### config.mk
export PLATFORM = sky130hd
export DESIGN_NAME = rotation_angle_gen
export DESIGN_NICKNAME = d
export VERILOG_FILES = /design/src/rtl/rot_pkg.sv /design/src/rtl/angle_wrap_add.sv /design/src/rtl/rotation_angle_gen.sv
export SDC_FILE = /design/constraint.sdc
export NUM_CORES = 1
export LEC_CHECK = 0
export BUFFER_PORTS_ARGS = -buffer_cell sky130_fd_sc_hd__buf_2
export CAP_MARGIN = 10
export CORE_MARGIN = 1.5
export CORE_UTILIZATION = 45
export DETAILED_ROUTE_END_ITERATION = 8
export GPL_TIMING_DRIVEN = 1
export PLACE_DENSITY = 0.62
export SETUP_SLACK_MARGIN = 0.15
export SLEW_MARGIN = 25
export SYNTH_ARGS = -nofsm -noshare
export SYNTH_HDL_FRONTEND = slang
export SYNTH_SLANG_ARGS = --single-unit
### constraint.sdc
create_clock -name Clk -period 5.15 [get_ports Clk]
set_clock_uncertainty 0.2 [all_clocks]
set_input_delay 1.03 -clock Clk [delete_from_list [all_inputs] [get_ports Clk]]
set_output_delay 1.03 -clock Clk [all_outputs]
set_load 0.02 [all_outputs]
### src/rtl/rot_pkg.sv
// Shared types and constants for the rotation angle generator.
// Angles are unsigned 4.8 fixed point; steps reuse the same width as signed values.
package rot_pkg;

    localparam int WII = 4;
    localparam int WIF = 8;
    localparam int AW  = WII + WIF;

    typedef logic [AW-1:0] angle_t;

    localparam angle_t TWO_PI        = 12'h648;
    localparam angle_t PI            = 12'h324;
    localparam angle_t HALF_PI       = 12'h192;
    localparam angle_t THREE_HALF_PI = 12'h4b6;

    localparam logic [1:0] AXIS_X = 2'd0;
    localparam logic [1:0] AXIS_Y = 2'd1;
    localparam logic [1:0] AXIS_Z = 2'd2;

    typedef enum logic [2:0] {
        IDLE,
        UPDATE,
        SEND_X,
        SEND_Y,
        SEND_Z,
        DONE
    } state_t;

endpackage

### src/rtl/angle_wrap_add.sv
// Adds a signed step to an angle in [0, 2pi) and folds the result back into range.
// Steps of magnitude >= 2pi are rejected (treated as zero) so one correction always suffices.
module angle_wrap_add
    import rot_pkg::*;
(
    input  angle_t angle,
    input  angle_t step,
    output angle_t wrapped,
    output logic   step_bad
);

    logic signed [AW:0] two_pi_ext;
    logic signed [AW:0] step_ext;
    logic signed [AW:0] step_eff;
    logic signed [AW:0] sum;
    logic signed [AW:0] folded;

    // NOTE: every signal driven here gets a value on every path, so no latch is inferred.
    always_comb begin
        two_pi_ext = $signed({1'b0, TWO_PI});
        step_ext   = $signed({step[AW-1], step});
        step_bad   = (step_ext >= two_pi_ext) || (step_ext <= -two_pi_ext);
        step_eff   = step_bad ? '0 : step_ext;
        sum        = $signed({1'b0, angle}) + step_eff;
        if (sum < 0) begin
            folded = sum + two_pi_ext;
        end else if (sum >= two_pi_ext) begin
            folded = sum - two_pi_ext;
        end else begin
            folded = sum;
        end
        wrapped = folded[AW-1:0];
    end

endmodule

### src/rtl/rotation_angle_gen.sv
// Per-axis rotation angle accumulator feeding the sin/cos stage.
// On frame_start the X/Y/Z angles are advanced (unless frozen) and sent one by one over valid/ready.
module rotation_angle_gen
    import rot_pkg::*;
(
    input  logic       Clk,
    input  logic       Reset_n,
    input  logic       frame_start,
    input  logic       freeze,
    input  logic       clear,
    input  angle_t     step_x,
    input  angle_t     step_y,
    input  angle_t     step_z,
    output angle_t     angle_out,
    output logic [1:0] axis_id,
    output logic       angle_valid,
    input  logic       angle_ready,
    output logic       frame_done,
    output logic       busy,
    output logic       overrun,
    output logic       step_err
);

    state_t state;
    angle_t angle_x, angle_y, angle_z;
    angle_t step_x_r, step_y_r, step_z_r;
    logic   freeze_r;

    angle_t wrap_x, wrap_y, wrap_z;
    logic   bad_x, bad_y, bad_z;

    angle_wrap_add u_wrap_x (.angle(angle_x), .step(step_x_r), .wrapped(wrap_x), .step_bad(bad_x));
    angle_wrap_add u_wrap_y (.angle(angle_y), .step(step_y_r), .wrapped(wrap_y), .step_bad(bad_y));
    angle_wrap_add u_wrap_z (.angle(angle_z), .step(step_z_r), .wrapped(wrap_z), .step_bad(bad_z));

    // NOTE: sequential state uses non-blocking assignments so every register sees pre-edge values.
    always_ff @(posedge Clk or negedge Reset_n) begin
        if (!Reset_n) begin
            state       <= IDLE;
            angle_x     <= '0;
            angle_y     <= '0;
            angle_z     <= '0;
            step_x_r    <= '0;
            step_y_r    <= '0;
            step_z_r    <= '0;
            freeze_r    <= 1'b0;
            angle_out   <= '0;
            axis_id     <= AXIS_X;
            angle_valid <= 1'b0;
            frame_done  <= 1'b0;
            busy        <= 1'b0;
            overrun     <= 1'b0;
            step_err    <= 1'b0;
        end else begin
            case (state)
                IDLE: begin
                    // clear takes priority over a coincident frame_start
                    if (clear) begin
                        angle_x  <= '0;
                        angle_y  <= '0;
                        angle_z  <= '0;
                        overrun  <= 1'b0;
                        step_err <= 1'b0;
                    end else if (frame_start) begin
                        step_x_r <= step_x;
                        step_y_r <= step_y;
                        step_z_r <= step_z;
                        freeze_r <= freeze;
                        busy     <= 1'b1;
                        state    <= UPDATE;
                    end
                end
                UPDATE: begin
                    if (!freeze_r) begin
                        angle_x <= wrap_x;
                        angle_y <= wrap_y;
                        angle_z <= wrap_z;
                    end
                    step_err    <= step_err | bad_x | bad_y | bad_z;
                    angle_out   <= freeze_r ? angle_x : wrap_x;
                    axis_id     <= AXIS_X;
                    angle_valid <= 1'b1;
                    state       <= SEND_X;
                end
                SEND_X: begin
                    if (angle_ready) begin
                        angle_out <= angle_y;
                        axis_id   <= AXIS_Y;
                        state     <= SEND_Y;
                    end
                end
                SEND_Y: begin
                    if (angle_ready) begin
                        angle_out <= angle_z;
                        axis_id   <= AXIS_Z;
                        state     <= SEND_Z;
                    end
                end
                SEND_Z: begin
                    if (angle_ready) begin
                        angle_valid <= 1'b0;
                        frame_done  <= 1'b1;
                        state       <= DONE;
                    end
                end
                DONE: begin
                    frame_done <= 1'b0;
                    busy       <= 1'b0;
                    state      <= IDLE;
                end
                default: state <= IDLE;
            endcase

            if (frame_start && state != IDLE) begin
                overrun <= 1'b1;
            end
        end
    end

endmodule

Word level (Yosys, flattened, before mapping)
Index checks and enable logic that the tools add are counted.
{"block": "classes", "n_mux": 39, "n_bitwise": 4, "eq_ne": 12, "magnitude_cmp": 12, "reduce_logical": 22, "n_addsub": 9}
{"operator": "$mux W12", "n": 12}
{"operator": "$pmux W12 S2", "n": 3}
{"operator": "$add A13 B13 Y13", "n": 3}
{"operator": "$ge A13 B12 Y1 const B", "n": 3}
{"operator": "$lt A13 B1 Y1 const B", "n": 3}
{"operator": "$mux W13", "n": 3}
{"operator": "$add A12 B12 Y12 const B", "n": 3}
{"operator": "$ge A12 B12 Y1 const B", "n": 3}
{"operator": "$le A12 B12 Y1 const B", "n": 3}
{"operator": "$pmux W12 S3", "n": 1}
{"operator": "$sub A12 B12 Y12 const B", "n": 3}
{"operator": "$mux W3", "n": 5}
{"operator": "$pmux W3 S5", "n": 1}
{"operator": "$ne A2 B2 Y1 const B", "n": 7}
{"operator": "$reduce_and A3 Y1", "n": 4}
{"operator": "$reduce_bool A2 Y1", "n": 6}
{"operator": "$pmux W1 S2", "n": 4}
{"operator": "$reduce_and A2 Y1", "n": 4}
{"operator": "$mux W1", "n": 7}
{"operator": "$eq A3 B2 Y1 const B", "n": 2}
{"operator": "$eq A3 B3 Y1 const B", "n": 2}
{"operator": "$pmux W2 S3", "n": 1}
{"operator": "$reduce_bool A3 Y1", "n": 2}
{"operator": "$reduce_and A5 Y1", "n": 1}
{"operator": "other kinds (7)", "n": 12}
{"block": "totals", "register_bits": 95, "in_bits": 42}

Logic depth before layout (Yosys ltp)
Gate-level depths: netlist of the first run.
{"block": "logic_depth", "word_depth": 9, "depth_mapped": 20}

By module
A second synthesis of the first run with hierarchy kept.
{"block": "hier_totals", "hier_cells": 804, "hier_area_um2": 8029.0}
{"mod": "rotation_angle_gen", "area_per_inst_um2": 4117.7, "cells_per_inst": 300, "n_inst": 1}
{"mod": "angle_wrap_add at u_wrap_z", "area_per_inst_um2": 1358.8, "cells_per_inst": 168, "n_inst": 1}
{"mod": "angle_wrap_add at u_wrap_y", "area_per_inst_um2": 1280.0, "cells_per_inst": 168, "n_inst": 1}
{"mod": "angle_wrap_add at u_wrap_x", "area_per_inst_um2": 1272.5, "cells_per_inst": 168, "n_inst": 1}

Worst setup path before layout of the first run
No wires, ideal clock.
{"block": "synth_path", "path_type": "register -> register", "startpoint": "register step_y_r[0]", "endpoint": "register angle_y[10]", "required_time_ns": 4.824, "path_stages_with_launch": 21, "slack_ns": 0.164, "setup_ns": 0.126, "t_arrival_ns": 4.660, "path_cell_list": "dfrtp_1 -> or3_1 -> a41o_1 -> a311o_1 -> mux2_2 -> clkbuf_1 -> and2_1 -> ha_1 -> fa_1 -> a211oi_1 -> nor2_1 -> nor2_2 -> inv_1 -> ha_1 -> o311ai_0 -> a211oi_1 -> o21a_1 -> buf_6 -> a211o_1 -> xnor2_1 -> a221o_1"}
{"block": "synth_via", "elab_chain_len": 9}
{"item": "start: declaration", "line_no": "rotation_angle_gen.sv:26", "rtl": "angle_t step_x_r, step_y_r, step_z_r;"}
{"item": "start signal: assignment", "line_no": "rotation_angle_gen.sv:66", "rtl": "step_y_r <= step_y;"}
{"item": "$ge A12 B12 Y1 / $le A12 B12 Y1 (equally long branches)", "line_no": "angle_wrap_add.sv:22", "rtl": "step_bad = (step_ext >= two_pi_ext) || (step_ext <= -two_pi_ext);"}
{"item": "$logic_or A1 B1 Y1", "line_no": "angle_wrap_add.sv:22"}
{"item": "$mux W13 (*)", "line_no": "angle_wrap_add.sv:23", "rtl": "step_eff = step_bad ? '0 : step_ext;"}
{"item": "$add A13 B13 Y13 (*)", "line_no": "angle_wrap_add.sv:24", "rtl": "sum = $signed({1'b0, angle}) + step_eff;"}
{"item": "$sub A12 B12 Y12 / $ge A13 B12 Y1 (equally long branches)", "line_no": "angle_wrap_add.sv:28, angle_wrap_add.sv:27"}
{"item": "$mux W12", "line_no": "angle_wrap_add.sv:27", "rtl": "end else if (sum >= two_pi_ext) begin"}
{"item": "$mux W12 (*)", "line_no": "angle_wrap_add.sv:25", "rtl": "if (sum < 0) begin"}
{"item": "$mux W12 (*)", "line_no": "rotation_angle_gen.sv:74", "rtl": "if (!freeze_r) begin"}
{"item": "$pmux W12 S2 (*)", "line_no": "rotation_angle_gen.sv:55", "rtl": "case (state)"}
{"item": "end signal: assignment", "line_no": "rotation_angle_gen.sv:76", "rtl": "angle_y <= wrap_y;"}
{"item": "end: declaration", "line_no": "rotation_angle_gen.sv:25", "rtl": "angle_t angle_x, angle_y, angle_z;"}
Every way passes the cells marked *; elsewhere a longest branch is shown, timed or not. The select of a mux whose other input is x is not followed.
A chain may end at the register's enable or synchronous reset.

Worst setup path in the final report of the first run
{"block": "layout_path", "startpoint": "register step_y_r[0]", "endpoint": "register angle_y[5]"}
The elaborated chain is that of the path after synthesis.

==> impl_metrics.ini, run 1 <==
[die]
die_h_um = 132.1
dieArea_mm2 = 0.01745
rows = 47
die_x_um = 132.1
pin_count = 61
initial_utilization_pct = 45.70
coreArea_mm2 = 0.01641

[global_route]
gr-total-overflow = 0
gr-usage-met2_pct = 37.99
grt.total_usage_pct = 23.63
use_met1_pct = 32.98
groute.layer.met3.usage_pct = 2.845
grt_pass1_vias = 6354
grt_pass1_wl_um = 33060
grt-busiest-layer = met2
grt_max_degree = 65
antenna_found_initial = 0

[sta]
hold_slack_ns = 0.2942
fmax_ghz = 0.2062
relSlewSlack_pct = 33.39
fin_setup_tns_ns = 0
rsz0062_at_grt = yes
fin_crit_sh_pct = 94.17
maxSlewViolCount = 0
worstMarginPinSlew_ns = 0.9991
min_period_ns = 4.850
final-hold-violation-count = 0
setup_viol = 0

[finish]
final_util_pct = 51.78
nFillCells = 1511
drive_gt1_share_pct = 21.79
n_antenna_cell = 0
area_growth_syn_to_layout_pct = 13.30
final_nets = 965

[synth]
ys_warn_count = 0
netlist_area_mm2 = 0.007498
synth_flop_cell = dfrtp_1
ys_seq_elements = 95
yosysSeqAreaShare_pct = 31.70
synth_top_area_share_pct = 31.70
syn_avg_cell_area_um2 = 9.280
yosys.cell_count.top_type = dfrtp_1
synth_area_leaders = dfrtp_1 32%, ha_1 7.0%, mux2_2 6.5%
syn_inst = 808
synthTopCellsByCount = 95 x dfrtp_1, 70 x nand2_1, 43 x mux2_2, 42 x ha_1, 41 x a21oi_1
synth_cell_types = 84
synth_nets = 895
synth_edf_count = 0
synth_top_area_cell = dfrtp_1
async_reset_ff_share_pct = 100.0

[worst_setup_path]
cp.required_ns = 5.23
setup.worst_path.start_class = flip-flop
max_stage_delay_ns = 0.40
worst-path-stages = 17
crit_type = reg2reg
critPathArrivalTime_ns = 4.93
reg2reg_depth = 17
end_kind = flip-flop
crit_slowest_cell = o41a_1
crit_buf_inv = 2
crit_family = compound AO/OA/AOI/OAI gates
crit_fanout = 20
path_cells = or3_1 > a41o_1 > a311o_1 > mux2_4 > and2_1 > ha_1 > fa_2 > a211oi_2 > buf_4 > o21bai_1 > and4_1 > o41a_1 > xnor2_2 > buf_12 > mux2_2 > o221ai_1 > a22o_1

[detailed_routing]
final_antenna_net_count = 0
routedWlPerCell_um = 18.35
routed_via_density = 6.025
vias = 6634
wirelength_um = 20210
firstDrtPassIters = 5
drt_iter0_drc = 452
drc = 0

[run_status]
outcome = complete, no violations

[clock_network]
clock_path_buffers = 2
clock-sinks = 95
cts_tree = yes
hold_buffers = 0
htree_levels = 3
clock_latency_ns = 0.35
numCtsBuffers = 9
ctsRootBufferMaster = clkbuf_16
path_clk_slew_ns = 0.07

[place]
portBuffers = 60
dp_hpwl_um = 15560
gp_congestion = 0.9018

[min_path]
hold_path_depth = 2
min_path_type = reg2reg

[job]
drv_cap = 0
cell type report:
type | instances | area, um2 | area share (%)
multi-input cells | 655 | 4933 | 58.07
well taps | 220 | 275.3 | 3.240
inverters | 26 | 97.59 | 1.149
clock buffers | 11 | 242.7 | 2.857
flip-flops and latches | 95 | 2377 | 27.98
clock inverters | 3 | 21.27 | 0.2504
repair buffers | 91 | 548.0 | 6.451
worst paths after layout:
check                      slack (ns)    startpoint           end
max                              0.30   step_y_r[0]    angle_y[5]
min                              0.29  angle_out[9]  angle_out[9]
max reg2reg                      0.30   step_y_r[0]    angle_y[5]
min reg2reg                      0.29  angle_out[9]  angle_out[9]
max in group asynchronous        3.19       Reset_n   angle_y[11]
min in group asynchronous        0.57       Reset_n   angle_x[11]
worst register-to-register path, delay by kind of cell, from the launching register on:
family / cells / cell delay (ns)
AOI/OAI and AO/OA: 7 / 1.66
xor gates and xnor gates: 1 / 0.19
adders and majority gates: 2 / 0.58
buffers and inverters: 2 / 0.34
DFF: 1 / 0.39
muxes: 2 / 0.66
and+or+nand+nor: 3 / 0.76
repair_timing:
item / CTS / global route
endpoints found under the setup margin: 2 / 29
setup buffers: 0 / 5
resized for setup: 3 / 13
pin swaps: 0 / 5
cells by family (layout without fill, tap and decap cells):
| family | count (synthesis) | in the layout | share of synthesized area (%) |
|---|---|---|---|
| compound gates | 260 | 260 | 25.51 |
| fa+ha+maj | 45 | 45 | 7.809 |
| simple gates | 239 | 239 | 16.24 |
| xor+xnor | 51 | 51 | 6.608 |
| buf+inv | 58 | 131 | 3.354 |
| mux | 60 | 60 | 8.777 |
| flops | 95 | 95 | 31.70 |
through the flow:
stage	setup slack, ns	instance area (um2)	instances
2_1_floorplan	0.1639	7498	808
3_3_place_gp	0.2265	8134	1082
3_5_place_dp	0.1251	8134	1082
4_1_cts	0.1951	8411	1096
5_1_grt	0.1195	8496	1101
6_report	0.3003	8496	1101
state kept, by name, summed over array words and instances (netlist names), 2 cells and up:
name and count:
step_y_r 12, angle_out 12, step_z_r 12, angle_y 12, state 3, angle_x 12, step_x_r 12, angle_z 12
axis_id 2
layout by cell type (no fill, tap or decap), types with 14 or more instances in the layout:
master    Yosys  routed
and2_1       30      30
nand2_1      70      70
o21ai_1      24      24
mux2_2       43      42
ha_1         42      41
mux2i_1      14      14
xnor2_1      28      27
dfrtp_1      95      95
inv_1        22      21
o211ai_1     16      16
buf_2         0      59
nor2_1       37      37
a21oi_1      41      37
buf_4         3      31
o21ai_0      37      37
nand3_1      21      21
nor3_1       16      15
a22o_1       15      15
xor2_1       18      18
metal layers:
layer	share of wire, %	vias to the layer above
li1	-	3173
met1	46	3257
met4	2.1	0
met5	0	-
met2	47	177
met3	4.6	27
Power of run 1 is not shown: default switching activity piles up to over one toggle a cycle in this logic, so the estimate is an artifact.
==> inputs of run 2 (changes only) <==
Settings changed: REMOVE_ABC_BUFFERS set to 1.
==> impl_metrics.ini, run 2 (same netlist as run 1, synthesis figures left out) <==
[run_status]
outcome = complete, no violations

[clock_network]
path_clk_slew_ns = 0.07
htree_levels = 3
clock_latency_ns = 0.36
numCtsBuffers = 9
cts_tree = yes
clock-sinks = 95
hold_buffers = 0
clock_path_buffers = 2
ctsRootBufferMaster = clkbuf_16

[sta]
rsz0062_at_grt = yes
maxSlewViolCount = 0
worstMarginPinSlew_ns = 0.8374
relSlewSlack_pct = 44.17
min_period_ns = 4.790
setup_viol = 0
fin_ws_ns = 0.3598
fin_setup_tns_ns = 0
final-hold-violation-count = 0
fin_crit_sh_pct = 93.01
fmax_ghz = 0.2088

[global_route]
groute.layer.met3.usage_pct = 4.229
gr-total-overflow = 0
gr-usage-met2_pct = 39.18
grt_pass1_wl_um = 32110
use_met1_pct = 29.98
grt_max_degree = 64
antenna_found_initial = 0
grt-busiest-layer = met2
grt_pass1_vias = 6310
grt.total_usage_pct = 22.83

[worst_setup_path]
crit_fanout = 7
critPathArrivalTime_ns = 4.88
reg2reg_from = step_y_r[0]
r2r_slack_ns = 0.36
end_kind = flip-flop
crit_type = reg2reg
cp.required_ns = 5.24
setup.worst_path.start_class = flip-flop
reg2reg_depth = 18
regToRegEndpoint = angle_y[6]
crit_path_start = step_y_r[0]

[die]
coreArea_mm2 = 0.01641
die_h_um = 132.1
rows = 47
initial_utilization_pct = 45.70
dieArea_mm2 = 0.01745
die_x_um = 132.1
pin_count = 61

[finish]
n_antenna_cell = 0
seq_area_mm2 = 0.002377
multiInputGateArea_mm2 = 0.004964
final_common_cell = dfrtp_1
final_nets = 966
layout_common_cells = 95 x dfrtp_1, 70 x nand2_1, 59 x buf_2
area_growth_syn_to_layout_pct = 14.07
nFillCells = 1542
drive_gt1_share_pct = 22.85
final_util_pct = 52.13

[min_path]
hold_path_depth = 2
whs_endpoint = busy
hp-start = busy
min_path_type = reg2reg

[detailed_routing]
vias = 6544
wirelength_um = 19880
firstDrtPassIters = 5
routedWlPerCell_um = 18.00
final_antenna_net_count = 0
drt_iter0_drc = 408
routed_via_density = 5.928
drc = 0

[place]
pre_cts_ws_ns = 0.1366
dp_hpwl_um = 15200
portBuffers = 60
gp_congestion = 0.8846

[job]
drv_cap = 0
-- run 2: changes by cell type in the layout (fill, tap and decap cells not counted), sizes merged --
cell	delta
inv	+4
clkbuf	-2
clkinv	-2
clkinvlp	+2
mux2	+1
-- run 2: metal layers --
layer	vias to the layer above	share of wire, %
li1	3174	-
met1	3225	46
met2	127	49
met3	18	3.6
met4	0	1.2
met5	-	0
-- run 2: stage by stage --
step / hold WS, ns / area, um2 / cells
after floorplan: 0.2739 / 7345 / 776
after global routing: 0.2991 / 8553 / 1104
after global placement: 0.2524 / 8119 / 1080
final: 0.2843 / 8553 / 1104
after detailed placement: 0.2709 / 8119 / 1080
after CTS: 0.2881 / 8418 / 1096
-- run 2: area by class of cell --
class	instances	area share [%]
clock buffer	9	2.633
clock inverter	7	0.7314
inverter	26	1.141
multi-input combinational	656	58.03
sequential	95	27.79
tap	220	3.218
timing repair buffer	91	6.451
-- run 2: worst max-delay path by stage --
stage | cells after the start | to | slack (ns)
finish | 18 | angle_y[6] | 0.36
CTS | 18 | angle_z[9] | 0.19
global placement | 19 | angle_y[5] | 0.20
detailed placement | 19 | angle_y[5] | 0.14
floorplan | 15 | angle_y[5] | -0.23
global route | 19 | angle_y[6] | 0.12
-- run 2: worst max-delay path, stage by stage, from the launching register on --
cell	delay, ns
dfrtp_1	0.39
or3_1	0.37
a41o_1	0.24
a311o_1	0.30
mux2_4	0.29
and2_1	0.17
ha_2	0.19
fa_2	0.39
a211o_1	0.33
buf_4	0.14
a311o_1	0.34
o2111ai_1	0.17
a22oi_4	0.13
nand2b_2	0.12
o21a_1	0.15
buf_6	0.15
mux2_1	0.34
o211ai_1	0.18
a22o_1	0.15
-- run 2: what timing repair did --
item / 4_1_cts / 5_1_grt
gates cloned: 0 / 1
pin swaps: 1 / 8
setup endpoints to repair: 3 / 35
resized for setup: 3 / 17
buffers inserted: 0 / 7
Power of run 2 is left out for the same reason.
